===== src/rtl/dht_pkg.sv =====
// Shared types and constants for the DHT reading to UART reporter.
package dht_pkg;

    typedef enum logic [1:0] {
        IDLE,
        CONVERT,
        LOAD,
        SEND
    } state_t;

    localparam logic [7:0] ASC_H  = 8'h48;
    localparam logic [7:0] ASC_T  = 8'h54;
    localparam logic [7:0] ASC_EQ = 8'h3D;
    localparam logic [7:0] ASC_SP = 8'h20;
    localparam logic [7:0] ASC_CR = 8'h0D;
    localparam logic [7:0] ASC_LF = 8'h0A;
    localparam logic [7:0] ASC_0  = 8'h30;

    localparam int FRAME_LEN = 13;

    function automatic logic [7:0] ascii_digit(input logic [3:0] d);
        return ASC_0 | {4'b0000, d};
    endfunction

endpackage


===== src/rtl/uart_tx_8n1.sv =====
// 8N1 UART transmitter, LSB first; done pulses one cycle after the stop bit.
module uart_tx_8n1 #(
    parameter int CLKS_PER_BIT = 434
) (
    input  logic       clk,
    input  logic       reset,
    input  logic       start,
    input  logic [7:0] data,
    output logic       tx,
    output logic       ready,
    output logic       done
);
    localparam logic [15:0] LAST_CLK = 16'(CLKS_PER_BIT - 1);

    logic        active;
    logic [15:0] clk_cnt;
    logic [3:0]  bit_idx;
    logic [8:0]  shift;

    always_ff @(posedge clk) begin
        if (reset) begin
            active  <= 1'b0;
            tx      <= 1'b1;
            done    <= 1'b0;
            clk_cnt <= '0;
            bit_idx <= '0;
        end else begin
            done <= 1'b0;
            if (!active) begin
                if (start) begin
                    active  <= 1'b1;
                    tx      <= 1'b0;
                    clk_cnt <= '0;
                    bit_idx <= '0;
                end
            end else if (clk_cnt == LAST_CLK) begin
                clk_cnt <= '0;
                if (bit_idx == 4'd9) begin
                    active <= 1'b0;
                    done   <= 1'b1;
                end else begin
                    bit_idx <= bit_idx + 4'd1;
                    tx      <= shift[0];
                end
            end else begin
                clk_cnt <= clk_cnt + 16'd1;
            end
        end
    end

    // The top bit of the shifter is the stop bit; ones fill in behind it.
    always_ff @(posedge clk) begin
        if (!active && start) begin
            shift <= {1'b1, data};
        end else if (active && (clk_cnt == LAST_CLK)) begin
            shift <= {1'b1, shift[8:1]};
        end
    end

    assign ready = !active;

endmodule


===== src/rtl/dht_uart_reporter.sv =====
// Captures new humidity/temperature readings and reports them as "H=hhh T=ttt\r\n" over UART.
module dht_uart_reporter
    import dht_pkg::*;
#(
    parameter int CLKS_PER_BIT = 434
) (
    input  logic       clk,
    input  logic       reset,
    input  logic [7:0] humidity,
    input  logic [7:0] temperature,
    input  logic       valid,
    output logic       tx,
    output logic       busy,
    output logic       pending,
    output logic [7:0] drop_count
);
    localparam logic [3:0] LAST_IDX = 4'(FRAME_LEN - 1);

    function automatic logic [7:0] sat_inc(input logic [7:0] v);
        return (v == 8'hFF) ? v : v + 8'd1;
    endfunction

    state_t      state, state_nx;
    logic        valid_q, captured;
    logic [15:0] last_pair;
    logic        vld_p0;
    logic [15:0] pair_p0;
    logic [15:0] slot, frame_pair;
    logic [7:0]  rem;
    logic        conv_temp;
    logic [3:0]  hun, ten;
    logic [11:0] hum_bcd, tmp_bcd;
    logic [3:0]  idx;
    logic [7:0]  tx_byte;
    logic        tx_start, tx_ready, tx_done;
    logic        new_sample, take_slot, take_new, to_slot, conv_last;

    assign new_sample = valid && (!valid_q || !captured || ({humidity, temperature} != last_pair));

    // Stage p0: registered new-sample detect
    always_ff @(posedge clk) begin
        if (reset) begin
            valid_q   <= 1'b0;
            captured  <= 1'b0;
            last_pair <= '0;
            vld_p0    <= 1'b0;
        end else begin
            valid_q <= valid;
            vld_p0  <= new_sample;
            if (new_sample) begin
                captured  <= 1'b1;
                last_pair <= {humidity, temperature};
            end
        end
    end

    always_ff @(posedge clk) begin
        if (new_sample) pair_p0 <= {humidity, temperature};
    end

    // A waiting reading always wins over a fresh one when a frame can start.
    assign take_slot = (state == IDLE) && pending;
    assign take_new  = (state == IDLE) && !pending && vld_p0;
    assign to_slot   = vld_p0 && !take_new;
    assign conv_last = (state == CONVERT) && conv_temp && (rem < 8'd10);

    always_ff @(posedge clk) begin
        if (reset) begin
            state      <= IDLE;
            pending    <= 1'b0;
            drop_count <= '0;
            idx        <= '0;
        end else begin
            state <= state_nx;
            if (to_slot) begin
                pending <= 1'b1;
                if (pending && !take_slot) drop_count <= sat_inc(drop_count);
            end else if (take_slot) begin
                pending <= 1'b0;
            end
            if (state == IDLE) begin
                idx <= '0;
            end else if ((state == SEND) && tx_done && (idx != LAST_IDX)) begin
                idx <= idx + 4'd1;
            end
        end
    end

    // Frame latch and digit conversion: subtract 100s, then 10s, remainder is the ones digit.
    always_ff @(posedge clk) begin
        if (to_slot) slot <= pair_p0;
        if (take_slot) begin
            frame_pair <= slot;
        end else if (take_new) begin
            frame_pair <= pair_p0;
        end
        if (take_slot || take_new) begin
            rem       <= take_slot ? slot[15:8] : pair_p0[15:8];
            conv_temp <= 1'b0;
            hun       <= '0;
            ten       <= '0;
        end else if (state == CONVERT) begin
            if (rem >= 8'd100) begin
                rem <= rem - 8'd100;
                hun <= hun + 4'd1;
            end else if (rem >= 8'd10) begin
                rem <= rem - 8'd10;
                ten <= ten + 4'd1;
            end else begin
                if (!conv_temp) hum_bcd <= {hun, ten, rem[3:0]};
                else            tmp_bcd <= {hun, ten, rem[3:0]};
                conv_temp <= 1'b1;
                rem       <= frame_pair[7:0];
                hun       <= '0;
                ten       <= '0;
            end
        end
    end

    always_comb begin
        tx_byte = ASC_SP;
        case (idx)
            4'd0:    tx_byte = ASC_H;
            4'd1:    tx_byte = ASC_EQ;
            4'd2:    tx_byte = ascii_digit(hum_bcd[11:8]);
            4'd3:    tx_byte = ascii_digit(hum_bcd[7:4]);
            4'd4:    tx_byte = ascii_digit(hum_bcd[3:0]);
            4'd5:    tx_byte = ASC_SP;
            4'd6:    tx_byte = ASC_T;
            4'd7:    tx_byte = ASC_EQ;
            4'd8:    tx_byte = ascii_digit(tmp_bcd[11:8]);
            4'd9:    tx_byte = ascii_digit(tmp_bcd[7:4]);
            4'd10:   tx_byte = ascii_digit(tmp_bcd[3:0]);
            4'd11:   tx_byte = ASC_CR;
            4'd12:   tx_byte = ASC_LF;
            default: tx_byte = ASC_SP;
        endcase
    end

    always_comb begin
        state_nx = state;
        tx_start = 1'b0;
        case (state)
            IDLE:    if (pending || vld_p0) state_nx = CONVERT;
            CONVERT: if (conv_last) state_nx = LOAD;
            LOAD: begin
                tx_start = tx_ready;
                if (tx_ready) state_nx = SEND;
            end
            SEND:    if (tx_done) state_nx = (idx == LAST_IDX) ? IDLE : LOAD;
            default: state_nx = IDLE;
        endcase
    end

    assign busy = (state != IDLE);

    uart_tx_8n1 #(
        .CLKS_PER_BIT(CLKS_PER_BIT)
    ) u_tx (
        .clk  (clk),
        .reset(reset),
        .start(tx_start),
        .data (tx_byte),
        .tx   (tx),
        .ready(tx_ready),
        .done (tx_done)
    );

endmodule


===== config.mk =====
export PLATFORM = sky130hd
export DESIGN_NAME = dht_uart_reporter
export DESIGN_NICKNAME = d
export VERILOG_FILES = /design/src/rtl/dht_pkg.sv /design/src/rtl/uart_tx_8n1.sv /design/src/rtl/dht_uart_reporter.sv
export SDC_FILE = /design/constraint.sdc
export NUM_CORES = 1
export LEC_CHECK = 0
export BUFFER_PORTS_ARGS = -buffer_cell sky130_fd_sc_hd__buf_4
export CAP_MARGIN = 40
export CORE_ASPECT_RATIO = 2
export CORE_UTILIZATION = 46
export DETAILED_ROUTE_END_ITERATION = 8
export GPL_ROUTABILITY_DRIVEN = 1
export SETUP_SLACK_MARGIN = 0.15
export SLEW_MARGIN = 20
export SYNTH_ARGS = -nofsm -noshare
export SYNTH_HDL_FRONTEND = slang
export SYNTH_HIERARCHICAL = 1
export SYNTH_SLANG_ARGS = --single-unit

===== constraint.sdc =====
create_clock -name clk -period 6.1 [get_ports clk]
set_clock_uncertainty 0.15 [all_clocks]
set_input_delay 1.22 -clock clk [delete_from_list [all_inputs] [get_ports clk]]
set_output_delay 1.22 -clock clk [all_outputs]
set_load 0.01 [all_outputs]

==> results of run 1 <==
-- worst max-delay path by stage --
stage / cells after the start / endpoint / slack (ns) / start
global placement: 7 / pair_p0[4] / 2.61 / temperature[6]
floorplan: 6 / pair_p0[0] / 2.73 / humidity[4]
global route: 7 / hum_bcd[11] / 2.98 / rem[2]
finish: 7 / hum_bcd[11] / 3.19 / rem[2]
detailed placement: 8 / pair_p0[6] / 2.80 / temperature[6]
CTS: 5 / tmp_bcd[4] / 3.16 / rem[2]
-- per-layer routing --
| layer | global-route usage | routed length, µm |
|---|---|---|
| met3 | 0.0356 | 361 |
| met1 | 0.197 | 5800 |
| met2 | 0.396 | 8770 |
| met5 | 0 | 0 |
| met4 | 0.0860 | 323 |
-- state kept, by name (all words and copies together), names as in the netlist, 8 cells and up --
register and flops:
drop_count 8, u_tx/shift 8, slot 16, hum_bcd 12, u_tx/clk_cnt 16, frame_pair 8, rem 8, last_pair 16
tmp_bcd 12, pair_p0 16
-- logic make-up (layout without fill, tap and decap cells) --
| family | after synthesis | in the layout | share of synthesized area |
|---|---|---|---|
| AO/OA/AOI/OAI | 132 | 132 | 0.115 |
| XOR/XNOR | 31 | 31 | 0.0378 |
| adder cells (fa/ha/maj) | 16 | 16 | 0.0279 |
| buffers and inverters | 55 | 85 | 0.0333 |
| flip-flops | 146 | 146 | 0.519 |
| multiplexers | 42 | 42 | 0.0615 |
| other | 1 | 1 | 0.000522 |
| AND/OR/NAND/NOR | 254 | 254 | 0.206 |
-- cells in the mapped netlist (all sizes together) (4+ instances only) --
master,n,share of area
xnor2,21,0.026
a22oi,4,0.0042
nor2b,9,0.0078
ha,16,0.028
nor3b,17,0.018
nand2b,9,0.0078
nor3,19,0.016
mux2,17,0.027
nand3b,17,0.018
a211oi,4,0.0042
a31oi,13,0.011
or3,21,0.019
o21ai,26,0.018
dfxtp,66,0.18
nand3,25,0.017
inv,16,0.0084
nor4,5,0.0085
nand4b,13,0.016
and3,7,0.0063
nor2,55,0.030
a21oi,49,0.036
a21o,4,0.0042
edfxtp,80,0.33
nand2,34,0.018
buf,11,0.010
clkbuf,28,0.015
xor2,10,0.012
o22ai,4,0.0035
nand4,10,0.0087
mux2i,25,0.035
-- where the power goes --
group,internal (W),switching [W],total [W]
registers,0.00116,0.000107,0.00127
logic,0.000191,0.000258,0.000449
clock network,0.000727,0.000404,0.00113
-- stage by stage --
stage	cell area (µm²)	utilization	hold slack (ns)	std cells	power (W)
2_1_floorplan	7180	-	0.268	677	0.00160
4_1_cts	8180	0.535	0.300	905	0.00287
3_5_place_dp	7540	0.493	0.281	873	0.00174
3_3_place_gp	7500	0.490	0.284	869	0.00172
6_report	8180	0.535	0.303	905	0.00285
5_1_grt	8180	0.535	0.307	905	0.00298
-- worst max-delay path: stages (launching register included) --
cell and delay, ns:
edfxtp_1 0.51, inv_1 0.15, ha_1 0.22, a21o_1 0.28, nor3_2 0.58, nand2_1 0.18, nor2_1 0.30, buf_4 0.25
-- cell type report --
type | instances | area [µm²]
Timing Repair Buffer | 37 | 289
Tap cell | 198 | 248
Inverter | 16 | 60.1
Multi-Input combinational cell | 476 | 3220
Fill cell | 1370 | 7120
Sequential cell | 146 | 3720
Clock buffer | 19 | 433
Clock inverter | 13 | 208
==> results.py, run 1 <==
metrics = {
    "run_status": {
        "status": "finished clean",
    },
    "cts": {
        "ctsHoldBuffers": 0,
        "cts_tree": "built",
        "h-tree-depth": 4,
        "postCtsSetupBuffers": 0,
        "cts_buffer_depth": 2,
        "cts-root-buf": "clkbuf_16",
        "clk_pin_slew_worst_paths_ns": 0.06,
        "cts_num_sinks": 146,
        "worstSkewPairLatency_ns": 0.42,
        "cts_resized": 0,
        "numCtsBuffers": 17,
    },
    "critical_path": {
        "r2r_start": "rem[2]",
        "endpoint_kind": "flip-flop",
        "critical_path_class": "reg2reg",
        "r2r-end": "hum_bcd[11]",
        "required_ns": 6.07,
        "crit_path_max_fanout": 10,
        "r2r_cells": 7,
        "start_kind": "flip-flop",
        "crit_arrival_ns": 2.88,
        "r2r_slack_ns": 3.19,
    },
    "power": {
        "leakagePower_nw": 2.86,
        "irDropWorstVdd_mv": 0.243,
        "powerDensity_nw_per_um2": 348,
    },
    "placed_design": {
        "hpwlAfterDp_mm": 10.8,
        "place_congestion": 0.883,
        "pre_cts_ws_ns": 2.80,
        "port_buffers": 29,
    },
    "synthesis": {
        "yosys_register_bits": 146,
        "synth_edf_count": 80,
        "synthesis.area_um2": 7180,
        "netlist_instances": 677,
        "yosysSeqAreaShare": 0.519,
        "synth_warnings": 6,
        "yosysUniqueCellTypes": 66,
        "synth-main-ff-cell": "edfxtp_1",
        "synth_nets": 712,
        "syn_avg_cell_area_um2": 10.6,
        "async_reset_ff_frac": 0,
    },
    "global_routing": {
        "grt_max_degree": 70,
        "grt_pass1_wl_mm": 25.2,
        "grt_pass1_vias": 5045,
        "antenna_found_initial": 0,
        "grtUsageTotal": 0.199,
        "grt.overflow.total": 0,
    },
    "hold_path": {
        "worstHoldStart": "pair_p0[2]",
        "whs_path_depth": 0,
        "hold_path_class": "reg2reg",
        "min_to": "slot[2]",
    },
    "floorplanning": {
        "start_util": 0.469,
        "die_h_um": 179,
        "num_rows": 64,
        "io_pins": 30,
        "core_area_um2": 15300,
        "die_w_um": 90.3,
        "dieArea_um2": 16100,
    },
    "timing": {
        "tightest_slew_ns": 0.813,
        "timing.fmax_ghz": 0.343,
        "layout_min_cycle_time_ns": 2.91,
        "timing.final.hold_violations": 0,
        "maxSlewHeadroom": 0.454,
        "period_share": 0.477,
        "fin_tns_setup_ns": 0,
        "finalMaxSlewViolations": 0,
        "finalSetupViolations": 0,
        "rsz0062_at_grt": "no",
        "final.setup.worst_slack_ns": 3.19,
    },
    "finish": {
        "area_delta_synth_final_pct": 13.9,
        "final_common_cell": "edfxtp_1",
        "layout_common_cells": "edfxtp_1, dfxtp_1, nor2_1",
        "drive_above_1_share": 0.137,
        "final_nets": 729,
        "n_antenna_cell": 0,
    },
    "detailed_routing": {
        "viasPerCell": 5.69,
        "wl_mm": 15.2,
        "drt-wirelength-per-cell_um": 16.8,
        "dr.pass1.iters": 5,
        "drtIter0Drc": 153,
        "final_antenna_net_count": 0,
        "drc": 0,
        "vias": 5145,
    },
    "job": {
        "drv_cap": 0,
    },
}
No activity file was read; power rests on OpenSTA's default activity.
==> run 2, diff against run 1 <==
--- a/config.mk
+++ b/config.mk
@@ -5,6 +5,7 @@
 export SDC_FILE = /design/constraint.sdc
 export NUM_CORES = 1
 export LEC_CHECK = 0
+export ABC_AREA = 1
 export BUFFER_PORTS_ARGS = -buffer_cell sky130_fd_sc_hd__buf_4
 export CAP_MARGIN = 40
 export CORE_ASPECT_RATIO = 2
==> constraint.sdc (replaced) <==
create_clock -name clk -period 2.7 [get_ports clk]
set_clock_uncertainty 0.15 [all_clocks]
set_input_delay 0.54 -clock clk [delete_from_list [all_inputs] [get_ports clk]]
set_output_delay 0.54 -clock clk [all_outputs]
set_load 0.01 [all_outputs]
==> run 2 against run 1 <==
  * Register-to-register slack got worse by 2.8 ns
  * Area after synthesis increased by 2.2%
  * Final area increased by 1.1%
  * Hold slack got worse by 0.14 ns
  * Power increased to 2.5 times the previous value
  * Fmax increased by 28%
  * Combinational power increased to 4.3 times the previous value
  * Utilization decreased by 0.78 points
  * Synthesized cell count increased by 29%
  * Worst setup slack got worse by 2.8 ns
  * Non-clock buffer count increased by 1
  * Sequential power increased by 140%
  * Largest cell class unchanged
==> results.py, run 2 <==
metrics = {
    "floorplanning": {
        "start_util": 0.468,
        "core_area_um2": 15700,
        "dieArea_um2": 16500,
        "die_h_um": 181,
        "die_w_um": 91.3,
        "io_pins": 30,
        "num_rows": 65,
    },
    "synthesis": {
        "synth_top_cells_by_count": "nand2_1, inv_1, nor2_1",
        "syn_avg_cell_area_um2": 8.40,
        "yosysMostFrequentCell": "nand2_1",
        "synth_warnings": 6,
        "synthesis.area_um2": 7340,
        "netlist_instances": 874,
        "yosys_register_bits": 146,
        "synth_largest_area_cell": "edfxtp_1",
        "yosysUniqueCellTypes": 55,
        "synth_edf_count": 80,
        "async_reset_ff_frac": 0,
        "synth-main-ff-cell": "edfxtp_1",
        "netlist.area_leader.share": 0.327,
        "synth_nets": 909,
        "ys_top_cells_by_area": "edfxtp_1, dfxtp_1, nand2_1, inv_1, nor2_1",
        "yosysSeqAreaShare": 0.507,
    },
    "finish": {
        "layout_common_cells": "nand2_1, inv_1, nor2_1",
        "final_nets": 945,
        "n_antenna_cell": 0,
        "post-route-util": 0.527,
        "final_common_cell": "nand2_1",
        "drive_above_1_share": 0.131,
        "area_delta_synth_final_pct": 12.7,
    },
    "detailed_routing": {
        "drtIter0Drc": 217,
        "drt-wirelength-per-cell_um": 14.2,
        "final_antenna_net_count": 0,
        "wl_mm": 16.0,
        "dr.pass1.iters": 4,
        "drc": 0,
        "viasPerCell": 5.01,
        "vias": 5621,
    },
    "power": {
        "leakagePower_nw": 3.43,
        "clkPwrFrac": 0.304,
        "p_switching_w": 0.00247,
        "p_int_w": 0.00474,
        "power_w": 0.00721,
        "powerDensity_nw_per_um2": 872,
        "seq_power_share": 0.429,
        "irDropWorstVdd_mv": 0.493,
        "p_sw_frac": 0.343,
        "comb_power_share": 0.267,
    },
    "timing": {
        "maxSlewHeadroom": 0.566,
        "rsz0062_at_grt": "no",
        "whs_ns": 0.163,
        "layout_min_cycle_time_ns": 2.28,
        "finalMaxSlewViolations": 0,
        "fin_tns_setup_ns": 0,
        "timing.fmax_ghz": 0.439,
        "finalSetupViolations": 0,
        "timing.final.hold_violations": 0,
        "tightest_slew_ns": 0.651,
        "period_share": 0.844,
        "final.setup.worst_slack_ns": 0.422,
    },
    "cts": {
        "worstSkewPairLatency_ns": 0.41,
        "clk_pin_slew_worst_paths_ns": 0.06,
        "postCtsSetupBuffers": 0,
        "cts_resized": 0,
        "ctsHoldBuffers": 0,
        "cts_buffer_depth": 2,
        "h-tree-depth": 4,
        "cts-root-buf": "clkbuf_16",
        "numCtsBuffers": 17,
        "cts_tree": "built",
        "cts_num_sinks": 146,
    },
    "critical_path": {
        "cp_num_buf_inv": 3,
        "endpoint_kind": "flip-flop",
        "crit_chain": "inv_1 -> ha_1 -> a21oi_4 -> nand2_4 -> nor2_1 -> inv_1 -> nor3_2 -> buf_4",
        "slowest_delay_ns": 0.47,
        "cp_top_family": "flip-flops",
        "start_kind": "flip-flop",
        "slowest_stage": "edfxtp_1",
        "critical_path_class": "reg2reg",
        "crit_arrival_ns": 2.23,
        "crit_path_max_fanout": 12,
        "required_ns": 2.65,
        "r2r_slack_ns": 0.42,
        "crit_top_cell": "inv_1",
    },
    "global_routing": {
        "grt_pass1_wl_mm": 26.4,
        "grt_pass1_vias": 5514,
        "grt_max_degree": 35,
        "grt.overflow.total": 0,
        "antenna_found_initial": 0,
        "grtUsageTotal": 0.206,
    },
    "hold_path": {
        "hold_path_class": "in2reg",
    },
    "placed_design": {
        "port_buffers": 29,
        "pre_cts_ws_ns": 0.409,
        "place_congestion": 0.858,
        "hpwlAfterDp_mm": 12.0,
    },
    "run_status": {
        "status": "finished clean",
    },
    "job": {
        "drv_cap": 0,
    },
}
-- run 2: cell types whose count changed in the layout (fill, tap and decap cells not counted), sizes merged, moves of 12 or more --
cell / before / now
nor3: 19 / 7
mux2i: 25 / 1
nand2: 34 / 231
a31oi: 13 / 1
nand4b: 13 / 0
nand3b: 17 / 1
mux2: 17 / 0
nor2: 55 / 110
or3: 21 / 0
xnor2: 21 / 5
nand3: 25 / 76
inv: 17 / 110
nor3b: 17 / 1
-- run 2: power groups by stage --
stage / combinational (W) / sequential, W / clock, W
global placement: 0.00192 / 0.00313 / 0
detailed placement: 0.00195 / 0.00314 / 0
finish: 0.00193 / 0.00309 / 0.00219
CTS: 0.00196 / 0.00309 / 0.00225
floorplan: 0.00151 / 0.00306 / 0
global route: 0.00220 / 0.00313 / 0.00234
-- run 2: routing by layer --
layer | GRT usage | up-vias | share of wire
met5 | 0 | - | 0
met4 | 0.109 | 0 | 0.036
met3 | 0.0308 | 31 | 0.022
met2 | 0.415 | 82 | 0.58
met1 | 0.193 | 2574 | 0.36
li1 | - | 2934 | -
-- run 2: per-stage QoR --
step / area, µm² / cells
after floorplan: 7350 / 874
after global placement: 7720 / 1091
after detailed placement: 7730 / 1092
after CTS: 8270 / 1123
after global routing: 8270 / 1123
final: 8270 / 1123
-- run 2: final cells by class --
| class | instances | area, µm² |
|---|---|---|
| clock inverters | 11 | 108 |
| repair buffers | 38 | 285 |
| fillers | 1522 | 7420 |
| clock buffers | 20 | 437 |
| flip-flops and latches | 146 | 3720 |
| inverters | 111 | 424 |
| multi-input cells | 596 | 3040 |
| well taps | 201 | 251 |
-- run 2: worst reg2reg max path: stages, from the launching register on --
cell and delay, ns:
edfxtp_1 0.47, inv_1 0.15, ha_1 0.26, a21oi_4 0.25, nand2_4 0.14, nor2_1 0.14
inv_1 0.09, nor3_2 0.10, buf_4 0.23
-- run 2: logic make-up after synthesis --
group	share of synthesized area
AOI/OAI and AO/OA	0.0907
xor gates and xnor gates	0.0191
adders and majority gates	0.0273
buffers and inverters	0.0791
DFF	0.507
muxes	0.00136
other	0.000511
and+or+nand+nor	0.275
-- run 2: worst paths after layout --
| path | end | depth (start not counted) | startpoint |
|---|---|---|---|
| worst min register to register | slot[0] | 0 | pair_p0[0] |
| worst max-delay path | tmp_bcd[7] | 8 | rem[2] |
| worst min-delay path | pair_p0[11] | 1 | humidity[3] |
| worst max register to register | tmp_bcd[7] | 8 | rem[2] |
==> run 3, diff against run 2 <==
--- a/config.mk
+++ b/config.mk
@@ -5,7 +5,7 @@
 export SDC_FILE = /design/constraint.sdc
 export NUM_CORES = 1
 export LEC_CHECK = 0
-export ABC_AREA = 1
+export ABC_AREA = 0
 export BUFFER_PORTS_ARGS = -buffer_cell sky130_fd_sc_hd__buf_4
 export CAP_MARGIN = 40
 export CORE_ASPECT_RATIO = 2
==> constraint.sdc (replaced) <==
create_clock -name clk -period 2.25 [get_ports clk]
set_clock_uncertainty 0.15 [all_clocks]
set_input_delay 0.45 -clock clk [delete_from_list [all_inputs] [get_ports clk]]
set_output_delay 0.45 -clock clk [all_outputs]
set_load 0.01 [all_outputs]
==> run 3 against run 2 <==
  * Clock power is 33% higher
  * Cell count is 14% lower
  * Flip-flop and latch count stayed put
  * Via count is 1.7% lower
  * Global-route usage is 0.83 points higher
  * Combinational power is 4% lower
  * Largest cell class unchanged
==> results.py, run 3 (synthesis results as in run 1) <==
metrics = {
    "timing": {
        "finalMaxSlewViolations": 0,
        "timing.final.hold_violations": 0,
        "rsz0062_at_grt": "yes",
        "final.setup.worst_slack_ns": 0.0924,
        "maxSlewHeadroom": 0.599,
        "tightest_slew_ns": 0.600,
        "timing.fmax_ghz": 0.463,
        "finalSetupViolations": 0,
        "whs_ns": 0.0837,
        "layout_min_cycle_time_ns": 2.16,
        "period_share": 0.959,
    },
    "placed_design": {
        "pre_cts_ws_ns": -0.0460,
        "port_buffers": 29,
        "hpwlAfterDp_mm": 12.0,
        "place_congestion": 0.862,
    },
    "finish": {
        "area_delta_synth_final_pct": 24.2,
        "fillerInstances": 1286,
        "layout_common_cells": "buf_4, edfxtp_1, dfxtp_1",
        "final_common_cell": "buf_4",
        "final_nets": 785,
        "drive_above_1_share": 0.254,
        "n_antenna_cell": 0,
    },
    "cts": {
        "worstSkewPairLatency_ns": 0.42,
        "cts_num_sinks": 146,
        "clk_pin_slew_worst_paths_ns": 0.06,
        "cts_buffer_depth": 2,
        "cts_tree": "built",
        "ctsHoldBuffers": 0,
        "numCtsBuffers": 17,
        "h-tree-depth": 4,
        "cts-root-buf": "clkbuf_16",
    },
    "critical_path": {
        "r2r_start": "u_tx/clk_cnt[1]",
        "r2r_cells": 7,
        "r2r-end": "u_tx/shift[3]",
        "endpoint_kind": "flip-flop",
        "crit_arrival_ns": 2.13,
        "critical_path_class": "reg2reg",
        "required_ns": 2.22,
        "r2r_slack_ns": 0.09,
        "crit_path_max_fanout": 8,
        "crit_end": "u_tx/shift[3]",
        "startpoint": "u_tx/clk_cnt[1]",
        "start_kind": "flip-flop",
    },
    "detailed_routing": {
        "drc": 0,
        "drt-wirelength-per-cell_um": 17.4,
        "wl_mm": 16.7,
        "vias": 5523,
        "drtIter0Drc": 257,
        "dr.pass1.iters": 7,
        "viasPerCell": 5.75,
        "final_antenna_net_count": 0,
    },
    "power": {
        "p_switching_w": 0.00231,
        "comb_power_share": 0.228,
        "irDropWorstVdd_mv": 0.503,
        "p_sw_frac": 0.284,
        "power_w": 0.00811,
        "p_int_w": 0.00581,
        "powerDensity_nw_per_um2": 910,
        "leakagePower_nw": 3.18,
        "clkPwrFrac": 0.358,
        "seq_power_share": 0.414,
    },
    "floorplanning": {
        "core_area_um2": 15300,
        "dieArea_um2": 16100,
        "die_h_um": 179,
        "num_rows": 64,
        "io_pins": 30,
        "start_util": 0.469,
        "die_w_um": 90.3,
    },
    "global_routing": {
        "antenna_found_initial": 0,
        "grt.overflow.total": 0,
        "grt_pass1_wl_mm": 27.1,
        "grtUsageTotal": 0.215,
        "grt_max_degree": 56,
        "grt_pass1_vias": 5540,
    },
    "job": {
        "drv_cap": 0,
    },
    "hold_path": {
        "hold_path_class": "in2reg",
    },
    "run_status": {
        "status": "finished clean",
    },
}
run 3: worst min-delay path by stage:
stage	to	from	cells past startpoint	slack [ns]
after CTS	pair_p0[0]	temperature[0]	1	0.07
after global placement	slot[13]	pair_p0[13]	0	0.28
after floorplan	slot[10]	pair_p0[10]	0	0.27
after detailed placement	slot[0]	pair_p0[0]	0	0.29
final	pair_p0[0]	temperature[0]	1	0.08
after global routing	pair_p0[8]	humidity[0]	1	0.07
run 3: layer usage:
metal  share of wire  GRT usage  up-vias  wire length [µm]
li1                -          -     2678                 -
met1            0.35      0.204     2673              5920
met2            0.57      0.421      127              9520
met3           0.024     0.0352       45               397
met4           0.052      0.134        0               874
met5               0          0        -                 0
run 3: power by group through the flow:
stage                     clock network (W)  logic [W]  registers, W
final                               0.00291    0.00185       0.00336
after global routing                0.00307    0.00203       0.00339
after CTS                           0.00297    0.00171       0.00335
after detailed placement                  0    0.00155       0.00341
after global placement                    0    0.00153       0.00339
after floorplan                           0    0.00104       0.00333
run 3: metrics by stage:
stage          cells  cell area [µm²]  utilization  setup TNS (ns)
2_1_floorplan    677             7220            -               0
3_3_place_gp     909             7910        0.517         -0.0274
3_5_place_dp     909             7910        0.517         -0.0607
4_1_cts          952             8680        0.568               0
5_1_grt          961             8920        0.583               0
6_report         961             8920        0.583               0
run 3: layout make-up:
type,instances,area [µm²],area share
inverter,16,60.1,0.00673
timing repair buffer,92,807,0.0905
sequential,146,3730,0.419
clock inverter,12,155,0.0174
tap,198,248,0.0278
clock buffer,20,458,0.0513
multi-input combinational,477,3460,0.388
run 3: critical path, stage by stage (launching register included):
cell,delay (ns)
dfxtp_2,0.32
inv_2,0.07
ha_4,0.11
or3b_4,0.40
nor4_4,0.32
buf_4,0.19
buf_6,0.13
a21o_4,0.18
run 3: timing repair:
| item | CTS | global route |
|---|---|---|
| gates resized for setup | 25 | 35 |
| endpoints found under the setup margin | 54 | 64 |
| hold endpoints to repair | 0 | 0 |
| setup buffers | 10 | 8 |
| pin swaps | 6 | 12 |
| gates cloned | 1 | 1 |
